===== src/rtl/tdm_pkg.sv =====
// Shared constants and helpers for the DT-side TDM frame master.
// Frame layout: 65 c4 periods (slots 0..64). Slot 0 carries the f0 sync,
// slots 1..64 map to converter counter values 0..63.
package tdm_pkg;

    localparam int BITS_PER_WORD   = 32;
    localparam int SLOTS_PER_FRAME = 65;
    localparam int SLOT_W          = 7;

    typedef logic [SLOT_W-1:0] slot_t;

    localparam slot_t F0_SLOT      = 7'd0;
    localparam slot_t LAST_RX_SLOT = 7'd63;
    localparam slot_t LAST_SLOT    = slot_t'(SLOTS_PER_FRAME - 1);

    // Slot counter successor with wrap from the last slot back to slot 0.
    function automatic slot_t next_slot(input slot_t s);
        slot_t n;
        if (s == LAST_SLOT) begin
            n = F0_SLOT;
        end else begin
            n = s + 7'd1;
        end
        return n;
    endfunction

endpackage


===== src/rtl/tdm_clk_gen.sv =====
// c4 bit-clock generator.
// Divides clk_i by 2*C4_HALF_DIV. rise_evt_o / fall_evt_o are one-cycle
// strobes registered together with c4_o, so they are high in exactly the
// clk_i cycle in which c4_o has just changed to 1 / to 0.
// Ports:
//   clk_i       system clock
//   reset_i     synchronous active-high reset
//   enable_i    run; low holds phase and c4 at 0
//   c4_o        generated bit clock
//   rise_evt_o  strobe: c4 just went 0->1
//   fall_evt_o  strobe: c4 just went 1->0
module tdm_clk_gen #(
    parameter int C4_HALF_DIV = 4
) (
    input  logic clk_i,
    input  logic reset_i,
    input  logic enable_i,
    output logic c4_o,
    output logic rise_evt_o,
    output logic fall_evt_o
);

    localparam int PW = $clog2(C4_HALF_DIV);
    localparam logic [PW-1:0] PHASE_LAST = PW'(C4_HALF_DIV - 1);

    logic [PW-1:0] phase_q, phase_d;
    logic          c4_q, c4_d;
    logic          rise_q, rise_d;
    logic          fall_q, fall_d;

    // Next-state logic for the phase counter, c4 and the edge strobes.
    always_comb begin
        phase_d = phase_q;
        c4_d    = c4_q;
        rise_d  = 1'b0;
        fall_d  = 1'b0;
        if (!enable_i) begin
            phase_d = '0;
            c4_d    = 1'b0;
        end else if (phase_q == PHASE_LAST) begin
            phase_d = '0;
            c4_d    = ~c4_q;
            rise_d  = ~c4_q;
            fall_d  = c4_q;
        end else begin
            phase_d = phase_q + PW'(1);
        end
    end

    // State registers with synchronous reset.
    always_ff @(posedge clk_i) begin
        if (reset_i) begin
            phase_q <= '0;
            c4_q    <= 1'b0;
            rise_q  <= 1'b0;
            fall_q  <= 1'b0;
        end else begin
            phase_q <= phase_d;
            c4_q    <= c4_d;
            rise_q  <= rise_d;
            fall_q  <= fall_d;
        end
    end

    assign c4_o       = c4_q;
    assign rise_evt_o = rise_q;
    assign fall_evt_o = fall_q;

endmodule


===== src/rtl/tdm_frame_master.sv =====
// DT-side master for the converter TDM link.
// Generates c4 and active-low f0, serialises one 32-bit word per frame
// LSB first on tdm_tx (bit j driven at the fall of slot 2j, so it is stable
// across converter rises c=2j and c=2j+1) and deserialises tdm_rx (bit j
// sampled at the fall of slot 2j+1). All DT-facing outputs are registered.
// Ports:
//   clk50, reset        system clock, synchronous active-high reset
//   enable              run; low idles the link and aborts a frame
//   tx_data/tx_valid    word offered for the next frame
//   tx_ready            pulse: tx_data was captured (cycle after capture edge)
//   tx_underrun         pulse: IDLE_WORD loaded because nothing was offered
//   rx_data/rx_valid    last received word / pulse when it updates
//   frame_start         pulse following the slot-0 rise
//   buf_done            pulse with rx_valid of the last word of a buffer
//   c4, f0, tdm_tx      link outputs toward the converter
//   tdm_rx              serial data from the converter
module tdm_frame_master
    import tdm_pkg::*;
#(
    parameter int                 C4_HALF_DIV = 4,
    parameter int                 NUM_WORDS   = 2,
    parameter logic [BITS_PER_WORD-1:0] IDLE_WORD = 32'h0000_0000
) (
    input  logic                     clk50,
    input  logic                     reset,
    input  logic                     enable,
    input  logic [BITS_PER_WORD-1:0] tx_data,
    input  logic                     tx_valid,
    output logic                     tx_ready,
    output logic                     tx_underrun,
    output logic [BITS_PER_WORD-1:0] rx_data,
    output logic                     rx_valid,
    output logic                     frame_start,
    output logic                     buf_done,
    output logic                     c4,
    output logic                     f0,
    output logic                     tdm_tx,
    input  logic                     tdm_rx
);

    localparam int WIW = (NUM_WORDS > 1) ? $clog2(NUM_WORDS) : 1;
    localparam logic [WIW-1:0] WORD_LAST = WIW'(NUM_WORDS - 1);

    logic rise_evt_s;
    logic fall_evt_s;

    tdm_clk_gen #(
        .C4_HALF_DIV (C4_HALF_DIV)
    ) u_clk_gen (
        .clk_i      (clk50),
        .reset_i    (reset),
        .enable_i   (enable),
        .c4_o       (c4),
        .rise_evt_o (rise_evt_s),
        .fall_evt_o (fall_evt_s)
    );

    logic                     en_q, en_d;
    logic                     started_q, started_d;
    slot_t                    slot_q, slot_d;
    logic [WIW-1:0]           word_idx_q, word_idx_d;
    logic                     f0_q, f0_d;
    logic                     tdm_tx_q, tdm_tx_d;
    logic [BITS_PER_WORD-1:0] tx_word_q, tx_word_d;
    logic [BITS_PER_WORD-1:0] rx_sr_q, rx_sr_d;
    logic [BITS_PER_WORD-1:0] rx_data_q, rx_data_d;
    logic                     tx_ready_q, tx_ready_d;
    logic                     tx_underrun_q, tx_underrun_d;
    logic                     rx_valid_q, rx_valid_d;
    logic                     frame_start_q, frame_start_d;
    logic                     buf_done_q, buf_done_d;

    // Even slot 2j and odd slot 2j+1 both address bit j.
    logic [4:0] bit_idx_s;
    assign bit_idx_s = slot_q[5:1];

    // Frame sequencing: slot tracking on rises, tx/rx/f0 activity on falls.
    always_comb begin
        en_d          = enable;
        started_d     = started_q;
        slot_d        = slot_q;
        word_idx_d    = word_idx_q;
        f0_d          = f0_q;
        tdm_tx_d      = tdm_tx_q;
        tx_word_d     = tx_word_q;
        rx_sr_d       = rx_sr_q;
        rx_data_d     = rx_data_q;
        tx_ready_d    = 1'b0;
        tx_underrun_d = 1'b0;
        rx_valid_d    = 1'b0;
        frame_start_d = 1'b0;
        buf_done_d    = 1'b0;
        if (!enable) begin
            started_d = 1'b0;
            slot_d    = F0_SLOT;
            f0_d      = 1'b1;
            tdm_tx_d  = 1'b0;
            rx_sr_d   = '0;
        end else if (!en_q) begin
            // Start of a run: pull f0 low now so the very first c4 rise is
            // the slot-0 rise with f0 asserted.
            started_d  = 1'b0;
            slot_d     = F0_SLOT;
            word_idx_d = '0;
            f0_d       = 1'b0;
            rx_sr_d    = '0;
        end else if (rise_evt_s) begin
            // The first rise of a run is slot 0 itself, so it does not advance.
            started_d = 1'b1;
            if (started_q) begin
                slot_d        = next_slot(slot_q);
                frame_start_d = (slot_q == LAST_SLOT);
            end else begin
                slot_d        = F0_SLOT;
                frame_start_d = 1'b1;
            end
        end else if (fall_evt_s) begin
            if (slot_q == F0_SLOT) begin
                f0_d = 1'b1;
                if (tx_valid) begin
                    tx_word_d  = tx_data;
                    tx_ready_d = 1'b1;
                end else begin
                    tx_word_d     = IDLE_WORD;
                    tx_underrun_d = 1'b1;
                end
                tdm_tx_d = tx_word_d[0];
            end else if (slot_q == LAST_SLOT) begin
                f0_d = 1'b0;
            end else if (!slot_q[0]) begin
                tdm_tx_d = tx_word_q[bit_idx_s];
            end else begin
                rx_sr_d[bit_idx_s] = tdm_rx;
                if (slot_q == LAST_RX_SLOT) begin
                    rx_data_d  = rx_sr_d;
                    rx_valid_d = 1'b1;
                    buf_done_d = (word_idx_q == WORD_LAST);
                    if (word_idx_q == WORD_LAST) begin
                        word_idx_d = '0;
                    end else begin
                        word_idx_d = word_idx_q + WIW'(1);
                    end
                end else begin
                    rx_data_d = rx_data_q;
                end
            end
        end else begin
            slot_d = slot_q;
        end
    end

    // State and output registers with synchronous reset; f0 idles high.
    always_ff @(posedge clk50) begin
        if (reset) begin
            en_q          <= 1'b0;
            started_q     <= 1'b0;
            slot_q        <= F0_SLOT;
            word_idx_q    <= '0;
            f0_q          <= 1'b1;
            tdm_tx_q      <= 1'b0;
            tx_word_q     <= '0;
            rx_sr_q       <= '0;
            rx_data_q     <= '0;
            tx_ready_q    <= 1'b0;
            tx_underrun_q <= 1'b0;
            rx_valid_q    <= 1'b0;
            frame_start_q <= 1'b0;
            buf_done_q    <= 1'b0;
        end else begin
            en_q          <= en_d;
            started_q     <= started_d;
            slot_q        <= slot_d;
            word_idx_q    <= word_idx_d;
            f0_q          <= f0_d;
            tdm_tx_q      <= tdm_tx_d;
            tx_word_q     <= tx_word_d;
            rx_sr_q       <= rx_sr_d;
            rx_data_q     <= rx_data_d;
            tx_ready_q    <= tx_ready_d;
            tx_underrun_q <= tx_underrun_d;
            rx_valid_q    <= rx_valid_d;
            frame_start_q <= frame_start_d;
            buf_done_q    <= buf_done_d;
        end
    end

    assign f0          = f0_q;
    assign tdm_tx      = tdm_tx_q;
    assign rx_data     = rx_data_q;
    assign rx_valid    = rx_valid_q;
    assign tx_ready    = tx_ready_q;
    assign tx_underrun = tx_underrun_q;
    assign frame_start = frame_start_q;
    assign buf_done    = buf_done_q;

endmodule

===== config.mk =====
export PLATFORM = sky130hd
export DESIGN_NAME = tdm_frame_master
export DESIGN_NICKNAME = d
export VERILOG_FILES = /design/src/rtl/tdm_pkg.sv /design/src/rtl/tdm_clk_gen.sv /design/src/rtl/tdm_frame_master.sv
export SDC_FILE = /design/constraint.sdc
export NUM_CORES = 1
export LEC_CHECK = 0
export BUFFER_PORTS_ARGS = -buffer_cell sky130_fd_sc_hd__buf_2
export CORE_MARGIN = 2
export CORE_UTILIZATION = 57
export CTS_CLUSTER_DIAMETER = 80
export DETAILED_ROUTE_END_ITERATION = 6
export PLACE_DENSITY = 0.8
export RECOVER_POWER = 50
export SLEW_MARGIN = 10
export SYNTH_ARGS = -nofsm -noshare
export SYNTH_HDL_FRONTEND = slang
export SYNTH_SLANG_ARGS = --single-unit

===== constraint.sdc =====
create_clock -name clk50 -period 2.8 [get_ports clk50]
set_clock_uncertainty 0.05 [all_clocks]
set_input_delay 0.14 -clock clk50 [delete_from_list [all_inputs] [get_ports clk50]]
set_output_delay 0.14 -clock clk50 [all_outputs]
set_load 0.05 [all_outputs]

Word-level counts from Yosys, hierarchy flattened
Index checks and enable logic that the tools add are counted.
{ "classes": {"n_addsub": 3, "order_cmp": 2, "eq_ne": 12, "n_mux": 28, "bitwise_logic": 10, "reduce_logical": 16} }
{ "op_table": {"columns": ["cell", "n"], "rows": [
  ["32-bit bitwise mux", 1],
  ["32-bit 2-to-1 mux", 1],
  ["1-bit 2-to-1 mux", 22],
  ["5-bit AND reduction", 3],
  ["7-bit 2-to-1 mux", 2],
  ["1-bit NOT", 10],
  ["3-bit OR reduction", 3],
  ["9-bit OR reduction", 1],
  ["2-bit by 1-bit != test with 1-bit output, second input constant", 4],
  ["2-bit != test, second input constant", 4],
  ["8-bit AND reduction", 1],
  ["8-bit OR reduction", 1],
  ["7-bit by 1-bit adder with 7-bit output, second input constant", 1],
  ["7-bit by 6-bit equality test with 1-bit output, second input constant", 1],
  ["7-bit equality test, second input constant", 1],
  ["7-bit logical NOT", 1],
  ["7-bit AND reduction", 1],
  ["5-bit by 6-bit < comparator with 1-bit output, second input constant", 1],
  ["6-bit OR reduction", 1],
  ["1-bit binary-select mux with 5-bit select", 1],
  ["1-bit demux with 5-bit select", 1],
  ["5-bit by 1-bit >= comparator with 1-bit output, second input constant", 1],
  ["4-bit OR reduction", 1],
  ["3-bit by 1-bit != test with 1-bit output, second input constant", 1],
  ["6 further kinds", 6]
]} }
{ "totals": {"reg_bits": 118, "input_bits": 37, "output_inout_bits": 40, "wordCells": 89} }

Longest topological paths before layout
Gate-level depths: netlist of run 1.
{ "depth": {"depth_word": 9, "depth_mapped": 10, "ltp_nobuf": 7} }

Cells and area by module
A second synthesis of run 1 with hierarchy kept.
{ "hier_totals": {"cells_unflattened": 521, "area_unflattened_um2": 4941.0} }
{ "modules_own_cells": {"columns": ["mod", "n_inst", "cells_each", "area_per_inst_um2", "seq_area_each_um2"], "rows": [
  ["tdm_frame_master", 1, 507, 4774.6, 2262.2],
  ["tdm_clk_gen", 1, 14, 166.4, 100.1]
]} }

Worst setup path after synthesis of run 1
Ideal clock, no wire load.
{ "synth_path": {"path_type": "register to register", "start": "register slot_q[1]", "end": "register tx_word_q[10]", "arrival_ns": 2.018, "slack_ns": 0.599, "path_stages_with_launch": 11, "n_path_buf": 3, "cell_sequence": "dfxtp_1 -> clkbuf_1 -> inv_1 -> ha_1 -> nor2b_1 -> nand3_1 -> or3_1 -> buf_2 -> clkbuf_1 -> nand2_1 -> a21oi_1"} }
{ "synth_via": {"elab_chain_len": 2} }
{ "synth_lines": {"columns": ["element", "line_no", "source"], "rows": [
  ["start: declaration", "tdm_frame_master.sv:60", "slot_t slot_q, slot_d;"],
  ["start signal: assignment", "tdm_frame_master.sv:172", "slot_q <= slot_d;"],
  ["7-bit logical NOT", "tdm_frame_master.sv:118", "if (slot_q == F0_SLOT) begin"],
  ["5-bit AND reduction (no source line)", null, null],
  ["end signal: assignment", "tdm_frame_master.sv:176", "tx_word_q <= tx_word_d;"],
  ["end: declaration", "tdm_frame_master.sv:64", "logic [BITS_PER_WORD-1:0] tx_word_q, tx_word_d;"]
]} }
Every way passes these cells.
A chain may end at the register's enable or synchronous reset.

Final worst setup path of run 1
{ "layout_path": {"start": "register slot_q[0]", "end": "register rx_sr_q[12]"} }
{ "layout_via": {"elab_chain_len": 3} }
{ "layout_lines": {"columns": ["element", "line_no", "source"], "rows": [
  ["7-bit equality test / 7-bit logical NOT (equally long branches)", "tdm_frame_master.sv:128, tdm_frame_master.sv:118", null],
  ["1-bit NOT (no source line)", null, null],
  ["5-bit AND reduction (no source line) (*)", null, null],
  ["end signal: assignment", "tdm_frame_master.sv:177", "rx_sr_q <= rx_sr_d;"],
  ["end: declaration", "tdm_frame_master.sv:65", "logic [BITS_PER_WORD-1:0] rx_sr_q, rx_sr_d;"]
]} }
Every way passes the cells marked *; elsewhere a longest branch is shown, timed or not.

==> results of run 1 <==
==> tightest hold or removal path: cells and delay by family <==
| family | cells | cell delay, ns |
|---|---|---|
| buffers and inverters | 2 | 0.35 |
| AOI/OAI and AO/OA | 1 | 0.14 |
==> metal layers <==
metal / vias to the layer above / part of all wire [%] / GRT usage, %
li1: 2191 / - / -
met1: 2175 / 44 / 34.8
met2: 140 / 48 / 42.9
met3: 30 / 5.1 / 6.88
met4: 0 / 2.4 / 10.9
met5: - / 0 / 0
==> layout make-up <==
| cell class | count | area share (%) |
|---|---|---|
| Timing Repair Buffer | 118 | 12.1 |
| Tap cell | 108 | 2.13 |
| Clock buffer | 19 | 6.97 |
| Multi-Input combinational cell | 400 | 39.7 |
| Clock inverter | 13 | 1.70 |
| Sequential cell | 118 | 37.3 |
| Inverter | 3 | 0.178 |
==> state kept, by name, summed over array words and instances (netlist names), 2 cells and up <==
signal             count
rx_data               32
u_clk_gen.phase_q      2
tx_word_q             32
rx_sr_q               32
slot_q                 7
==> metrics by stage <==
stage          instances  hold WS [ns]  power [uW]  cell area, sq um
2_1_floorplan        571         0.205        1760              5140
3_3_place_gp         714         0.332        1800              5520
3_5_place_dp         714         0.345        1800              5520
4_1_cts              779        0.0889        3790              6400
5_1_grt              779         0.128        3880              6340
6_report             779         0.110        3780              6340
==> cells by family after synthesis <==
| logic type | share of synthesized area [%] |
|---|---|
| AO/OA/AOI/OAI | 16.7 |
| XOR/XNOR | 1.19 |
| adder cells (fa/ha/maj) | 0.731 |
| buffers and inverters | 5.02 |
| flip-flops | 46.0 |
| multiplexers | 9.64 |
| AND/OR/NAND/NOR | 20.7 |
==> power by group <==
group / total, uW / internal [uW] / switching (uW) / leakage, uW
Sequential: 1690 / 1680 / 2.56 / 0.000951
Combinational: 119 / 56.5 / 62.6 / 0.000908
Clock: 1980 / 1210 / 764 / 0.000265
Total: 3780 / 2950 / 829 / 0.00212
==> cells in the mapped netlist (all sizes together) <==
cell type / count / area, sq um
nand2: 53 / 199
o22ai: 4 / 25.0
xor2: 3 / 26.3
o2111a: 1 / 11.3
or3: 2 / 12.5
a32o: 1 / 10.0
nand2b: 4 / 25.0
o211ai: 1 / 7.51
inv: 3 / 11.3
mux2i: 45 / 450
xnor2: 4 / 35.0
nand3: 36 / 185
ha: 3 / 37.5
buf: 19 / 130
or3b: 2 / 17.5
o21ai: 3 / 15.0
dfxtp: 118 / 2360
a311oi: 1 / 8.76
mux4: 2 / 45.0
and2: 1 / 6.26
a21oi: 34 / 174
a21o: 1 / 7.51
or2: 1 / 6.26
a21bo: 1 / 10.0
clkbuf: 31 / 116
nand3b: 3 / 35.0
nor4: 2 / 12.5
a211oi: 64 / 581
nor3: 13 / 81.3
nand4: 4 / 25.0
or4: 1 / 11.3
a222oi: 1 / 10.0
nor2: 98 / 370
nor3b: 6 / 45.0
and3: 1 / 6.26
nor2b: 4 / 25.0
==> layout by cell type (no fill, tap or decap), drive strengths merged, types with 33 or more instances in the layout <==
cell           n
dlygate4sd3   33
nor2          98
nand2         53
a21oi         34
buf           44
clkbuf        60
nand3         36
dfxtp        118
a211oi        64
mux2i         45
==> path summary, 6_finish.rpt <==
kind                                         from                              end  slack [ns]  cells past startpoint
hold reg to reg   u_clk_gen.phase_q[0]$_SDFF_PP0_  u_clk_gen.phase_q[0]$_SDFF_PP0_        0.39                      1
setup / recovery           slot_q[0]$_SDFFE_PP0P_         rx_sr_q[12]$_SDFFE_PP0P_        0.29                      7
setup reg to reg           slot_q[0]$_SDFFE_PP0P_         rx_sr_q[12]$_SDFFE_PP0P_        0.29                      7
hold / removal                              reset       tx_word_q[28]$_SDFFE_PP0P_        0.11                      3
==> timing repair <==
action / CTS / global route
buffers inserted: 0 / 0
hold buffers: 33 / 0
hold endpoints to repair: 37 / 0
==> run_results.csv, run 1 <==
group,metric,value,unit
clock_tree,cts_resized,0,
drt,drt_first_pass_iters,6,
timing,relSlewSlack,-2.22,%
critical_path,cp.arrival,2.87,ns
timing,finalSetupViolCount,0,
placed_design,place_congestion,0.829,
critical_path,timing.critical_path.buf_inv,2,
cells_and_area,antenna_cells,0,
die,initial_core_util,58.9,%
clock_tree,cts_root_buf,"clkbuf_8",
clock_tree,clk_pin_slew,0.06,ns
placed_design,pre_cts_ws,0.514,ns
synthesis,ys.warnings.count,0,
die,die_area,0.00979,sq mm
cells_and_area,syn_to_final_growth,23.3,%
die,row_count,34,
timing,finalCritPeriodShare,89.8,%
timing,rsz0062_at_grt,"no",
drt,first_iter_violations,359,
die,coreArea,0.00872,sq mm
power_and_ir_drop,ir_worst_vdd,0.361,mV
cells_and_area,post-route-util,72.7,%
critical_path,crit_slowest_cell,"a21oi_1",
timing,worst_pin_slew,1.53,ns
drt,vias_per_cell,5.82,
power_and_ir_drop,total_leakage_power,0.00212,uW
drt,ant_nets,0,
placed_design,port_buffers,76,
critical_path,path_cells,"inv_1 -> ha_1 -> nor2b_1 -> a21oi_1 -> buf_12 -> nor2_1 -> a211oi_1",
cells_and_area,regArea,0.00236,sq mm
synthesis,syn_area,0.00514,sq mm
grt,grt_overflow,0,
drt,vias,4536,
drt,routed_wl,12500,um
placed_design,dp.final_hpwl,7330,um
die,pin_count,77,
critical_path,critPathRequiredTime,3.16,ns
clock_tree,cts_tree,"yes",
timing,fin_crit,2.51,ns
critical_path,critical_path_class,"reg -> reg",
drt,wl_per_cell,16.1,um
synthesis,syn_area_per_cell,9.00,sq um
die,fp.dieH,98.9,um
clock_tree,clockBufferDepth,2,
timing,fmax,398,MHz
grt,grt_pass1_wl,21200,um
clock_tree,clock-sinks,118,
grt,antenna_found_initial,0,
timing,hold_viol_final,0,
timing,setup_slack,0.286,ns
critical_path,start_kind,"flip-flop",
drt,post-route-drc-count,0,
grt,grt_pass1_vias,4371,
die,die-width,98.9,um
critical_path,path_delay_family,"compound AO/OA/AOI/OAI gates",
worst_hold_path,holdCritPathClass,"in -> reg",
clock_tree,cts-buffers-inserted,17,
outcome,status,"complete, but fails checks",
synthesis,syn-num-nets,611,
grt,grt_max_degree,66,
cells_and_area,drive_gt1_share,15.8,%
critical_path,cpPeakStageDelay,0.68,ns
cells_and_area,multiInputGateArea,0.00251,sq mm
flow_run,cap_violations,1,
timing,finalSetupTns,0,ns
timing,slew_violations,27,
clock_tree,htreeDepth,4,
cells_and_area,n_fill_cell,602,
cells_and_area,final_nets,698,
critical_path,end_kind,"flip-flop",
power_and_ir_drop,powerDensity,597,mW/mm^2
outcome,violations,"max-capacitance violations, max-slew violations",
clock_tree,clock_latency,0.52,ns
synthesis,synth.distinct_cells,45,
synthesis,ys_seq_area_share,46.0,%
synthesis,synth_cells,571,
grt,grt_use_total,26.8,%
synthesis,ys_ff_latch,118,
critical_path,worst-path-max-fanout,58,
Note: power is estimated with default switching activity, not from simulation.
==> run 2: changes to the inputs <==
--- a/config.mk
+++ b/config.mk
@@ -10,6 +10,7 @@
 export CORE_UTILIZATION = 57
 export CTS_CLUSTER_DIAMETER = 80
 export DETAILED_ROUTE_END_ITERATION = 6
+export MAX_ROUTING_LAYER = met4
 export PLACE_DENSITY = 0.8
 export RECOVER_POWER = 50
 export SLEW_MARGIN = 10
==> run 2 against run 1 <==
Net effect:
- global-route usage increased by 0.84 points
- die area stayed put
- flip-flop and latch count unchanged
- combinational power is essentially flat
- largest cell class unchanged
- sequential share of layout area about the same
- routed wire length is 0.14% higher
- the flow finishes with violations (max-capacitance violations)
- register-to-register slack lost 0.02 ns
- critical endpoint unchanged
- non-clock buffer count stayed put
==> run_results.csv, run 2 (same netlist as run 1, synthesis figures left out) <==
group,metric,value,unit
outcome,status,"complete, but fails checks",
outcome,violations,"max-capacitance violations",
power_and_ir_drop,p_comb_share,3.1,%
cells_and_area,post-route-util,72.6,%
clock_tree,cts_hold_buffers,33,
drt,routed_wl,12500,um
power_and_ir_drop,power_frac_clock,52.4,%
drt,wl_per_cell,16.1,um
critical_path,cp.arrival,2.89,ns
timing,hold_viol_final,0,
timing,finalCritPeriodShare,90.7,%
die,initial_core_util,58.9,%
critical_path,end_kind,"flip-flop",
clock_tree,clk_pin_slew,0.06,ns
die,row_count,34,
clock_tree,clock_latency,0.52,ns
timing,relSlewSlack,0.409,%
cells_and_area,multiInputGateArea,0.00251,sq mm
power_and_ir_drop,powerDensity,598,mW/mm^2
cells_and_area,antenna_cells,0,
worst_hold_path,holdCritPathClass,"in -> reg",
cells_and_area,final_nets,698,
timing,fin_crit,2.54,ns
die,pin_count,77,
grt,grt_overflow,0,
drt,vias_per_cell,5.83,
power_and_ir_drop,seqPwrFrac,44.5,%
drt,first_iter_violations,331,
flow_run,cap_violations,1,
clock_tree,cts_resized,0,
clock_tree,htreeDepth,4,
drt,drt_first_pass_iters,5,
cells_and_area,drive_gt1_share,15.8,%
cells_and_area,n_fill_cell,603,
power_and_ir_drop,switching_power,835,uW
power_and_ir_drop,ir_worst_vdd,0.359,mV
critical_path,start_kind,"flip-flop",
timing,finalSetupViolCount,0,
drt,vias,4540,
cells_and_area,syn_to_final_growth,23.3,%
grt,grt_use_total,27.7,%
timing,slew_violations,0,
timing,fmax,394,MHz
cells_and_area,final_cell_mix,"dfxtp_1, nor2_1, nand2_1, mux2i_1, a211oi_1",
grt,grt_max_degree,66,
timing,worst_pin_slew,1.49,ns
grt,grt_pass1_wl,21200,um
clock_tree,cts-buffers-inserted,17,
grt,grt_pass1_vias,4368,
critical_path,worst-path-max-fanout,58,
die,fp.dieH,98.9,um
power_and_ir_drop,total_leakage_power,0.00212,uW
drt,post-route-drc-count,0,
die,die-width,98.9,um
clock_tree,cts_root_buf,"clkbuf_8",
power_and_ir_drop,p_sw_share,22.0,%
timing,rsz0062_at_grt,"no",
die,coreArea,0.00872,sq mm
critical_path,critPathRequiredTime,3.16,ns
clock_tree,cts_setup_buffers,0,
drt,ant_nets,0,
clock_tree,clock-sinks,118,
die,die_area,0.00979,sq mm
critical_path,critical_path_class,"reg -> reg",
timing,finalSetupTns,0,ns
placed_design,port_buffers,76,
placed_design,place_congestion,0.841,
cells_and_area,final_common_cell,"dfxtp_1",
clock_tree,clockBufferDepth,2,
clock_tree,cts_tree,"yes",
power_and_ir_drop,power.internal,2950,uW
grt,antenna_found_initial,0,
placed_design,dp.final_hpwl,7330,um
cells_and_area,regArea,0.00236,sq mm
==> run 2: metrics by stage <==
| step | setup slack (ns) | instances | total power [uW] | hold WS, ns | instance area [sq um] |
|---|---|---|---|---|---|
| 5_1_grt | 0.117 | 779 | 3880 | 0.128 | 6330 |
| 3_3_place_gp | 0.560 | 714 | 1800 | 0.332 | 5520 |
| 2_1_floorplan | 0.599 | 571 | 1760 | 0.205 | 5140 |
| 6_report | 0.261 | 779 | 3790 | 0.111 | 6330 |
| 3_5_place_dp | 0.514 | 714 | 1800 | 0.345 | 5520 |
| 4_1_cts | 0.438 | 779 | 3790 | 0.0889 | 6400 |
==> run 2: cell type report <==
type / count / area share [%]
well taps: 108 / 2.13
flip-flops and latches: 118 / 37.3
repair buffers: 118 / 12.0
clock buffers: 19 / 6.97
inverters: 3 / 0.178
clock inverters: 13 / 1.70
multi-input cells: 400 / 39.7
==> run 2: worst paths after layout <==
kind,startpoint,to,slack [ns],cells past startpoint
max,slot_q[0]$_SDFFE_PP0P_,rx_sr_q[12]$_SDFFE_PP0P_,0.26,7
min,reset,tx_word_q[12]$_SDFFE_PP0P_,0.11,3
max reg2reg,slot_q[0]$_SDFFE_PP0P_,rx_sr_q[12]$_SDFFE_PP0P_,0.26,7
min reg2reg,u_clk_gen.phase_q[0]$_SDFF_PP0_,u_clk_gen.phase_q[0]$_SDFF_PP0_,0.39,1
==> run 2: worst max-delay path, stage by stage (launching register included) <==
cell and delay, ns:
dfxtp_1 0.52, inv_1 0.09, ha_1 0.21, nor2b_1 0.17
a21oi_1 0.70, buf_12 0.33, nor2_1 0.08, a211oi_1 0.25
==> run 2: per-layer routing <==
metal	wire length (um)	GRT usage (%)	vias to the layer above
met5	0	-	-
met4	292	10.9	0
met3	690	6.45	32
met2	6090	42.9	157
met1	5450	35.1	2166
li1	-	-	2185
==> run 2: power by group through the flow <==
stage	Combinational, uW	Sequential [uW]	Clock, uW
final	118	1690	1980
after global routing	129	1690	2070
after CTS	116	1690	1990
after detailed placement	80.6	1720	0
after global placement	78.1	1720	0
after floorplan	41.1	1720	0
